<file path="src/rtl/peripheral_msi_slice_wb.sv">
// Registered Wishbone classic slice with bus watchdog.
// Sits between the MSI arbiter and the slave/decoder: every request field and
// every response is registered, one transfer is outstanding at a time, and
// burst hints are discarded so each beat becomes an independent classic cycle.
// A watchdog terminates a cycle with an error if the slave never answers.

module peripheral_msi_slice_wb #(
    parameter int unsigned DW      = 32,
    parameter int unsigned AW      = 32,
    parameter int unsigned TIMEOUT = 255
) (
    input  logic          wb_clk_i,
    input  logic          wb_rst_i,

    // upstream side (from the arbiter)
    input  logic [AW-1:0] wbm_adr_i,
    input  logic [DW-1:0] wbm_dat_i,
    input  logic [3:0]    wbm_sel_i,
    input  logic          wbm_we_i,
    input  logic          wbm_cyc_i,
    input  logic          wbm_stb_i,
    input  logic [2:0]    wbm_cti_i,
    input  logic [1:0]    wbm_bte_i,
    output logic [DW-1:0] wbm_dat_o,
    output logic          wbm_ack_o,
    output logic          wbm_err_o,
    output logic          wbm_rty_o,

    // downstream side (to the slave/decoder)
    output logic [AW-1:0] wbs_adr_o,
    output logic [DW-1:0] wbs_dat_o,
    output logic [3:0]    wbs_sel_o,
    output logic          wbs_we_o,
    output logic          wbs_cyc_o,
    output logic          wbs_stb_o,
    output logic [2:0]    wbs_cti_o,
    output logic [1:0]    wbs_bte_o,
    input  logic [DW-1:0] wbs_dat_i,
    input  logic          wbs_ack_i,
    input  logic          wbs_err_i,
    input  logic          wbs_rty_i,

    output logic          timeout_o
);

    // Timer width is derived from TIMEOUT and must not be overridden.
    localparam int unsigned   TW       = (TIMEOUT > 1) ? $clog2(TIMEOUT + 1) : 1;
    localparam logic [TW-1:0] TMR_LAST = (TIMEOUT > 0) ? TW'(TIMEOUT - 1) : '0;

    typedef enum logic [1:0] {
        IDLE,
        REQ,
        RESP
    } state_t;

    state_t        state;
    state_t        state_next;
    logic          start;     // request accepted in IDLE
    logic          term;      // slave termination accepted in REQ
    logic          fire;      // watchdog expiry in REQ
    logic [TW-1:0] timer;
    logic          req_q;
    logic          ack_q;
    logic          err_q;
    logic          rty_q;
    logic          tmo_q;

    // Burst hints are deliberately dropped; this keeps them visibly consumed.
    logic unused_burst;
    assign unused_burst = ^{wbm_cti_i, wbm_bte_i};

    // State register
    always_ff @(posedge wb_clk_i or posedge wb_rst_i) begin
        if (wb_rst_i) begin
            state <= IDLE;
        end else begin
            state <= state_next;
        end
    end

    // Next-state decode; abort beats termination, termination beats watchdog
    always_comb begin
        state_next = state;
        start      = 1'b0;
        term       = 1'b0;
        fire       = 1'b0;
        case (state)
            IDLE: begin
                if (wbm_cyc_i && wbm_stb_i) begin
                    start      = 1'b1;
                    state_next = REQ;
                end
            end
            REQ: begin
                if (!wbm_cyc_i) begin
                    state_next = IDLE;
                end else if (wbs_ack_i || wbs_err_i || wbs_rty_i) begin
                    term       = 1'b1;
                    state_next = RESP;
                end else if ((TIMEOUT != 0) && (timer == TMR_LAST)) begin
                    fire       = 1'b1;
                    state_next = RESP;
                end
            end
            RESP: begin
                state_next = IDLE;
            end
            default: begin
                state_next = IDLE;
            end
        endcase
    end

    // Request registers, watchdog timer and registered response flags
    always_ff @(posedge wb_clk_i or posedge wb_rst_i) begin
        if (wb_rst_i) begin
            wbs_adr_o <= '0;
            wbs_dat_o <= '0;
            wbs_sel_o <= '0;
            wbs_we_o  <= 1'b0;
            wbm_dat_o <= '0;
            timer     <= '0;
            req_q     <= 1'b0;
            ack_q     <= 1'b0;
            err_q     <= 1'b0;
            rty_q     <= 1'b0;
            tmo_q     <= 1'b0;
        end else begin
            // The strobe register mirrors "next state is REQ", so it rises
            // one cycle after acceptance and drops on the exit edge.
            req_q <= (state_next == REQ);

            if (start) begin
                wbs_adr_o <= wbm_adr_i;
                wbs_dat_o <= wbm_dat_i;
                wbs_sel_o <= wbm_sel_i;
                wbs_we_o  <= wbm_we_i;
                timer     <= '0;
            end else if (state == REQ) begin
                timer <= timer + TW'(1);
            end

            // Flags are only ever set on the edge into RESP, so they are
            // single-cycle pulses aligned with the RESP state.
            ack_q <= 1'b0;
            err_q <= 1'b0;
            rty_q <= 1'b0;
            tmo_q <= 1'b0;
            if (term) begin
                wbm_dat_o <= wbs_dat_i;
                err_q     <= wbs_err_i;
                rty_q     <= ~wbs_err_i & wbs_rty_i;
                ack_q     <= ~wbs_err_i & ~wbs_rty_i & wbs_ack_i;
            end else if (fire) begin
                err_q <= 1'b1;
                tmo_q <= 1'b1;
            end
        end
    end

    assign wbs_cyc_o = req_q;
    assign wbs_stb_o = req_q;
    assign wbs_cti_o = '0;
    assign wbs_bte_o = '0;

    // Terminations are withheld if the master has already left the cycle.
    assign wbm_ack_o = ack_q & wbm_cyc_i;
    assign wbm_err_o = err_q & wbm_cyc_i;
    assign wbm_rty_o = rty_q & wbm_cyc_i;
    assign timeout_o = tmo_q;

endmodule
</file>
<file path="config.mk">
export PLATFORM = sky130hd
export DESIGN_NAME = peripheral_msi_slice_wb
export DESIGN_NICKNAME = d
export VERILOG_FILES = /design/src/rtl/peripheral_msi_slice_wb.sv
export SDC_FILE = /design/constraint.sdc
export NUM_CORES = 1
export LEC_CHECK = 0
export ABC_AREA = 1
export CORE_ASPECT_RATIO = 0.8
export CORE_UTILIZATION = 41
export DETAILED_ROUTE_END_ITERATION = 7
export PLACE_DENSITY = 0.85
export SLEW_MARGIN = 20
export SYNTH_ARGS = -nofsm -noshare
export SYNTH_HDL_FRONTEND = slang
export SYNTH_SLANG_ARGS = --single-unit
</file>
<file path="constraint.sdc">
create_clock -name wb_clk_i -period 5 [get_ports wb_clk_i]
set_clock_uncertainty 0.05 [all_clocks]
set_input_delay 0.75 -clock wb_clk_i [delete_from_list [all_inputs] [get_ports wb_clk_i]]
set_output_delay 0.75 -clock wb_clk_i [all_outputs]
set_load 0.05 [all_outputs]
</file>
# Word level (Yosys, flattened, before mapping)

Cells that the tools add are included.

Bits in registers: 116
Output and inout port bits: 112
Input port bits: 113
Word-level logic and storage cells: 50

Bitwise logic cells: 8
Mux-type cells: 21
Eq/ne operators: 3
Add/subtract/negate cells: 1
Reduce and logical (&&, ||, !) cells: 5

Operator list:

| operator              | number |
|---|---|
| $mux W8               | 2 |
| $mux W1               | 14 |
| $add A8 B1 Y8 const B | 1 |
| $eq A8 B8 Y1 const B  | 1 |
| $mux W2               | 4 |
| $and A1 B1 Y1         | 6 |
| $eq A2 B1 Y1 const B  | 2 |
| $pmux W2 S2           | 1 |
| $logic_not A2 Y1      | 1 |
| $logic_or A1 B1 Y1    | 2 |
| $not A1 Y1            | 2 |
| $reduce_bool A2 Y1    | 1 |
| $logic_and A1 B1 Y1   | 1 |

# Depth between registers and ports, before layout

Gate-level depths: netlist (run 1).

Depth after elaboration: 7
Depth in mapped cells: 8
Gate-level depth less buffers: 7

# Worst setup path before layout (run 1)

OpenSTA, ideal clock, no wires.

Path kind: input-to-output
Start point: in wbm_cyc_i
End point: out wbm_ack_o
Path buffers: 0
Data arrival time: 1.086 ns
Cell stages on the path: 2
Required time: 4.200 ns
Setup slack: 3.114 ns
Cells stage by stage: nand2_1 inv_1

Word-level cells in the longest chain between the ends: 1

Ends and longest elaborated chain:

| item            | RTL line | RTL |
|---|---|---|
| start, declared | 20       | `input logic wbm_cyc_i,` |
| $and A1 B1 Y1   | 167      | `assign wbm_ack_o = ack_q & wbm_cyc_i;` |
| end, declared   | 25       | `output logic wbm_ack_o,` |

No other way between the ends.

# Worst setup path after layout (run 1)

Start point: in wbm_cyc_i
End point: out wbm_rty_o

Word-level cells in the longest chain between the ends: 1

Ends and longest elaborated chain:

| item          | RTL line | RTL |
|---|---|---|
| $and A1 B1 Y1 | 169      | `assign wbm_rty_o = rty_q & wbm_cyc_i;` |
| end, declared | 27       | `output logic wbm_rty_o,` |

No other way between the ends.

==> results of run 1 <==
## final cells by class
class                   instances  area, sq um
fillers                       901         3960
inverters                      19         76.3
clock buffers                  21          470
repair buffers                218         2170
well taps                     148          185
multi-input cells             379         1620
clock inverters                 9         81.3
flip-flops and latches        116         2900
## placed cells by master, fill, tap and decap left out
cell type | synthesis | routed
clkbuf_1 | 7 | 1
buf_4 | 12 | 4
clkbuf_16 | 0 | 17
bufinv_16 | 0 | 1
nand2_4 | 1 | 1
inv_1 | 17 | 16
clkinv_4 | 0 | 1
nand3_1 | 110 | 110
inv_6 | 0 | 1
nand2_2 | 1 | 2
nand2_1 | 238 | 237
clkinv_2 | 0 | 4
nor4_1 | 1 | 1
nor2_4 | 2 | 2
clkbuf_8 | 0 | 3
dfrtp_1 | 116 | 116
inv_2 | 2 | 2
nand4_1 | 3 | 3
conb_1 | 1 | 5
o21ai_0 | 4 | 4
clkdlybuf4s50_1 | 0 | 214
nor2_1 | 10 | 10
nor3_1 | 1 | 1
ha_1 | 2 | 2
a21oi_1 | 1 | 1
clkinvlp_4 | 0 | 3
## per-stage QoR
| step | util (%) | std cells |
|---|---|---|
| detailed placement | 60.6 | 880 |
| global route | 65.5 | 910 |
| floorplan | - | 552 |
| finish | 65.5 | 910 |
| global placement | 60.6 | 880 |
| CTS | 65.4 | 910 |
## cells by family after synthesis
family | synth area share (%)
compound gates | 0.520
flops | 60.3
other cells | 0.0779
buf+inv | 6.39
simple gates | 32.2
fa+ha+maj | 0.520
## registers in the layout, summed over array words and instances (netlist names), 2 cells and up
register	cells
state	2
wbs_dat_o	32
wbs_sel_o	4
timer	8
wbs_adr_o	32
wbm_dat_o	32
## worst reg2reg max path: stages (launching register included)
cell,delay (ps)
dfrtp_1,410
inv_1,70
nand2_1,120
nor2_4,640
nand2_4,410
nand2_1,190
nand2_1,70
## worst min path at each step
| stage | startpoint | end | slack, ps | cells past startpoint |
|---|---|---|---|---|
| detailed placement | wbs_sel_o[3]$_DFFE_PP0P_ | wbs_sel_o[3]$_DFFE_PP0P_ | 410 | 2 |
| global route | wbs_sel_o[3]$_DFFE_PP0P_ | wbs_sel_o[3]$_DFFE_PP0P_ | 430 | 2 |
| CTS | wbs_sel_o[3]$_DFFE_PP0P_ | wbs_sel_o[3]$_DFFE_PP0P_ | 420 | 2 |
| global placement | wbm_dat_o[15]$_DFFE_PP0P_ | wbm_dat_o[15]$_DFFE_PP0P_ | 400 | 2 |
| floorplan | timer[2]$_DFFE_PP0P_ | timer[2]$_DFFE_PP0P_ | 430 | 1 |
| finish | wbs_dat_o[6]$_DFFE_PP0P_ | wbs_dat_o[6]$_DFFE_PP0P_ | 420 | 2 |
## metal layers
metal | part of all wire [%] | vias up
met5 | 0 | -
met4 | 2.0 | 0
met3 | 5.9 | 27
met2 | 49 | 168
met1 | 43 | 2076
li1 | - | 2138
## power by group through the flow
stage	clock network [mW]	registers [mW]	logic [mW]
3_3_place_gp	0	1.23	1.28
3_5_place_dp	0	1.24	1.30
2_1_floorplan	0	1.81	0.229
4_1_cts	1.14	1.22	1.30
6_report	1.12	1.22	1.29
5_1_grt	1.18	1.24	1.36
==> out/results.ini, run 1 <==
[global_routing]
busiest_layer = met2
grt_start_max_net_pins = 93
use_met2_pct = 36.9
antenna_found_initial = 0
overflow = 0
grt_pass1_wl_um = 20300
grt_pass1_vias = 4337
grtUsageMet1_pct = 25.9
grt.total_usage_pct = 21.7
use_met3_pct = 5.96

[sta]
min_period_ps = 3080
hold_ws_ps = 417
slew_headroom_pct = 37.4
fin_crit_sh_pct = 61.6
slew_viol_final = 0
max_freq_ghz = 0.324
setup_violations = 0
final-hold-violation-count = 0
fin_ws_ps = 1920
worstMarginPinSlew_ps = 936
tns_ps = 0
rsz0062_at_grt = no

[critical_path]
crit_path_top_delay_cell = clkdlybuf4s50_1
crit_top_cell = clkdlybuf4s50_1
cp_cell_sequence = clkdlybuf4s50_1 > nand2_1 > inv_1 > clkdlybuf4s50_1
cp-start-kind = input port
reg2reg_to = wbm_dat_o[23]$_DFFE_PP0P_
rrSetupSlack_ps = 2920
cpPeakStageDelay_ps = 790
r2r_start = state[1]$_DFF_PP0_
path_class = in2out
crit_buf_inv = 3
path_depth = 4
crit_end = wbm_rty_o
reg2regPathDepth = 6
crit_arrival_ps = 2280
cpLargestDelayFamily = buffers and inverters
path_max_fanout = 6
critPathRequiredTime_ps = 4200
end_kind = primary output
cp-startpoint = wbm_cyc_i

[cts]
cts_buffers = 17
postCtsSetupBuffers = 0
cts-root-buf = clkbuf_16
clkSinkCount = 116
post_cts_resized = 0
hold_buffers = 0
clk_pin_slew_ps = 60
cts_buffer_depth = 2
worst_skew_pair.late_latency_ps = 400
cts-htree-levels = 4
tritoncts = yes

[die]
die_w_um = 123
die_y_um = 98.9
start_util_pct = 42.0
num_rows = 35
ios = 225
dieArea_sq_um = 12200
core_sq_um = 11500

[pwr]
ir_drop_mv = 0.305
p_total_mw = 3.64
p_switching_mw = 1.38
intPower_mw = 2.26
pwr-share-comb_pct = 35.6
cellLeakagePower_nw = 3.69
power.density_nw_per_um2 = 484
switching_share_pct = 37.9
seqPwrFrac_pct = 33.7
clkPwrFrac_pct = 30.7

[synthesis]
synth_cells = 548
synth-seq-area-share_pct = 60.3
synth_edf_count = 0
yosysUniqueCellTypes = 21
synth_area_sq_um = 4820
synth_top_cell_area_share_pct = 60.3
synth_common_cells = nand2_1, dfrtp_1, nand3_1
ys.flop_type = dfrtp_1
ys_top_cells_by_area = dfrtp_1, nand2_1, nand3_1, buf_4, inv_1
yosys_warnings = 0
synth_top_area_cell = dfrtp_1
avgSynthCellArea_sq_um = 8.79
async_flop_share_pct = 100
ys_ff_latch = 116
synth.most_common_cell = nand2_1

[drt]
wl_per_cell_um = 14.0
routed_via_density = 4.85
first_pass_iters = 6
ant_nets = 0
drt_iter0_markers = 207
wl_um = 12800
num_vias = 4409
drc = 0

[placement]
io_buffer_count = 214
gp_congestion = 0.778
place_ws_ps = 1920
dp_hpwl_um = 8700
postPlaceCellArea_sq_um = 6950

[layout]
syn_to_final_growth_pct = 56.0
stdcell_area_sq_um = 7510
fin_nets = 866
antenna_cells = 0
drive_above_1_share_pct = 5.38

[outcome]
status = finished, final reports clean

[hold_path]
hp-class = reg2reg

[run]
timing.max_cap.violations = 0

(Power assumes the default switching activity.)
==> run 2: changes to the inputs <==
==> constraint.sdc (replaced) <==
create_clock -name wb_clk_i -period 3.2 [get_ports wb_clk_i]
set_clock_uncertainty 0.05 [all_clocks]
set_input_delay 0.48 -clock wb_clk_i [delete_from_list [all_inputs] [get_ports wb_clk_i]]
set_output_delay 0.48 -clock wb_clk_i [all_outputs]
set_load 0.05 [all_outputs]
==> run 2 against run 1 <==
Critical path depth did not move; first-iteration DRC count rose by 37%; design area rose by 1.5%; power rose by 64%; count of clock-buffer cells in the layout rose by 1; largest power group unchanged.
==> out/results.ini, run 2 (synthesis results as in run 1) <==
[layout]
fin_nets = 869
syn_to_final_growth_pct = 58.3
stdcell_area_sq_um = 7620
drive_above_1_share_pct = 5.74
antenna_cells = 0
final_common_cell = nand2_1
top_regs = wbm_dat_o x32, wbs_adr_o x32, wbs_dat_o x32
layout_common_cells = nand2_1, clkdlybuf4s50_1, dfrtp_1, nand3_1, clkbuf_16

[pwr]
ir_drop_mv = 0.501
power.density_nw_per_um2 = 780
cellLeakagePower_nw = 3.75

[drt]
first_pass_iters = 4
ant_nets = 0
drt_iter0_markers = 283
drc = 0
wl_um = 12900
num_vias = 4460
wl_per_cell_um = 14.1
routed_via_density = 4.88

[die]
die_y_um = 98.9
core_sq_um = 11500
start_util_pct = 42.0
die_w_um = 123
dieArea_sq_um = 12200
num_rows = 35
ios = 225

[cts]
cts-root-buf = clkbuf_16
cts_buffers = 17
clkSinkCount = 116
tritoncts = yes
worst_skew_pair.late_latency_ps = 400
cts-htree-levels = 4
hold_buffers = 0
post_cts_resized = 0
cts_buffer_depth = 2
clk_pin_slew_ps = 50
postCtsSetupBuffers = 0

[placement]
io_buffer_count = 214
dp_hpwl_um = 8610
gp_congestion = 0.779
postPlaceCellArea_sq_um = 6990

[global_routing]
antenna_found_initial = 0
grt_pass1_wl_um = 20500
grt.total_usage_pct = 21.7
grt_pass1_vias = 4276
overflow = 0
grt_start_max_net_pins = 117

[sta]
worstMarginPinSlew_ps = 775
fin_crit_sh_pct = 80.5
rsz0062_at_grt = no
min_period_ps = 2570
final-hold-violation-count = 0
max_freq_ghz = 0.388
slew_viol_final = 0
setup_violations = 0
slew_headroom_pct = 48.2
tns_ps = 0

[hold_path]
hp-class = reg2reg

[critical_path]
path_max_fanout = 6
cp-start-kind = input port
rrSetupSlack_ps = 1450
path_class = in2out
crit_arrival_ps = 2040
critPathRequiredTime_ps = 2670
end_kind = primary output

[outcome]
status = finished, final reports clean

[run]
timing.max_cap.violations = 0

run 2: changes by cell type in the layout (fill, tap and decap cells not counted):
cell,before,now
clkinv_4,1,0
nand2_2,2,1
clkbuf_8,3,4
clkinv_2,4,3
buf_4,4,6
bufinv_16,1,4
buf_12,0,1
inv_6,1,0
nand2_1,237,238
run 2: stage by stage:
stage | std cells | utilization (%) | total power [mW] | setup WS (ps) | hold WS, ps
2_1_floorplan | 552 | - | 3.19 | 1260 | 429
3_3_place_gp | 883 | 60.9 | 3.92 | 655 | 402
3_5_place_dp | 883 | 60.9 | 3.97 | 630 | 407
4_1_cts | 914 | 66.5 | 5.99 | 628 | 421
5_1_grt | 914 | 66.5 | 6.20 | 549 | 441
6_report | 914 | 66.5 | 5.95 | 625 | 415
run 2: layout make-up:
class	count	area [sq um]
fill	889	3850
sequential	116	2900
timing repair buffer	221	2210
multi-input combinational	379	1620
clock buffer	22	484
tap	148	185
clock inverter	9	150
inverter	19	75.1
run 2: worst max-delay path: stages:
cell             delay (ps)
clkdlybuf4s50_1         600
nand2_1                  80
inv_1                    70
clkdlybuf4s50_1         810
run 2: metal layers:
| metal | global-route usage (%) | wire (um) |
|---|---|---|
| met4 | 8.06 | 303 |
| met3 | 6.13 | 830 |
| met1 | 26.3 | 5430 |
| met5 | 0 | 0 |
| met2 | 36.5 | 6350 |
run 2: worst paths after layout:
check,cells after the start,start,to
max,4,wbm_cyc_i,wbm_err_o
min,2,wbm_dat_o[7]$_DFFE_PP0P_,wbm_dat_o[7]$_DFFE_PP0P_
max reg2reg,6,state[0]$_DFF_PP0_,wbs_cyc_o$_DFF_PP0_
min reg2reg,2,wbm_dat_o[7]$_DFFE_PP0P_,wbm_dat_o[7]$_DFFE_PP0P_
max in group asynchronous,3,wb_rst_i,wbs_sel_o[0]$_DFFE_PP0P_
min in group asynchronous,3,wb_rst_i,wbs_dat_o[3]$_DFFE_PP0P_
run 2: report_power, final:
| group | switching [mW] | internal, mW | total (mW) |
|---|---|---|---|
| combinational | 1.36 | 0.672 | 2.03 |
| clock | 0.623 | 1.38 | 2.00 |
| sequential | 0.170 | 1.75 | 1.92 |
| total | 2.15 | 3.79 | 5.95 |
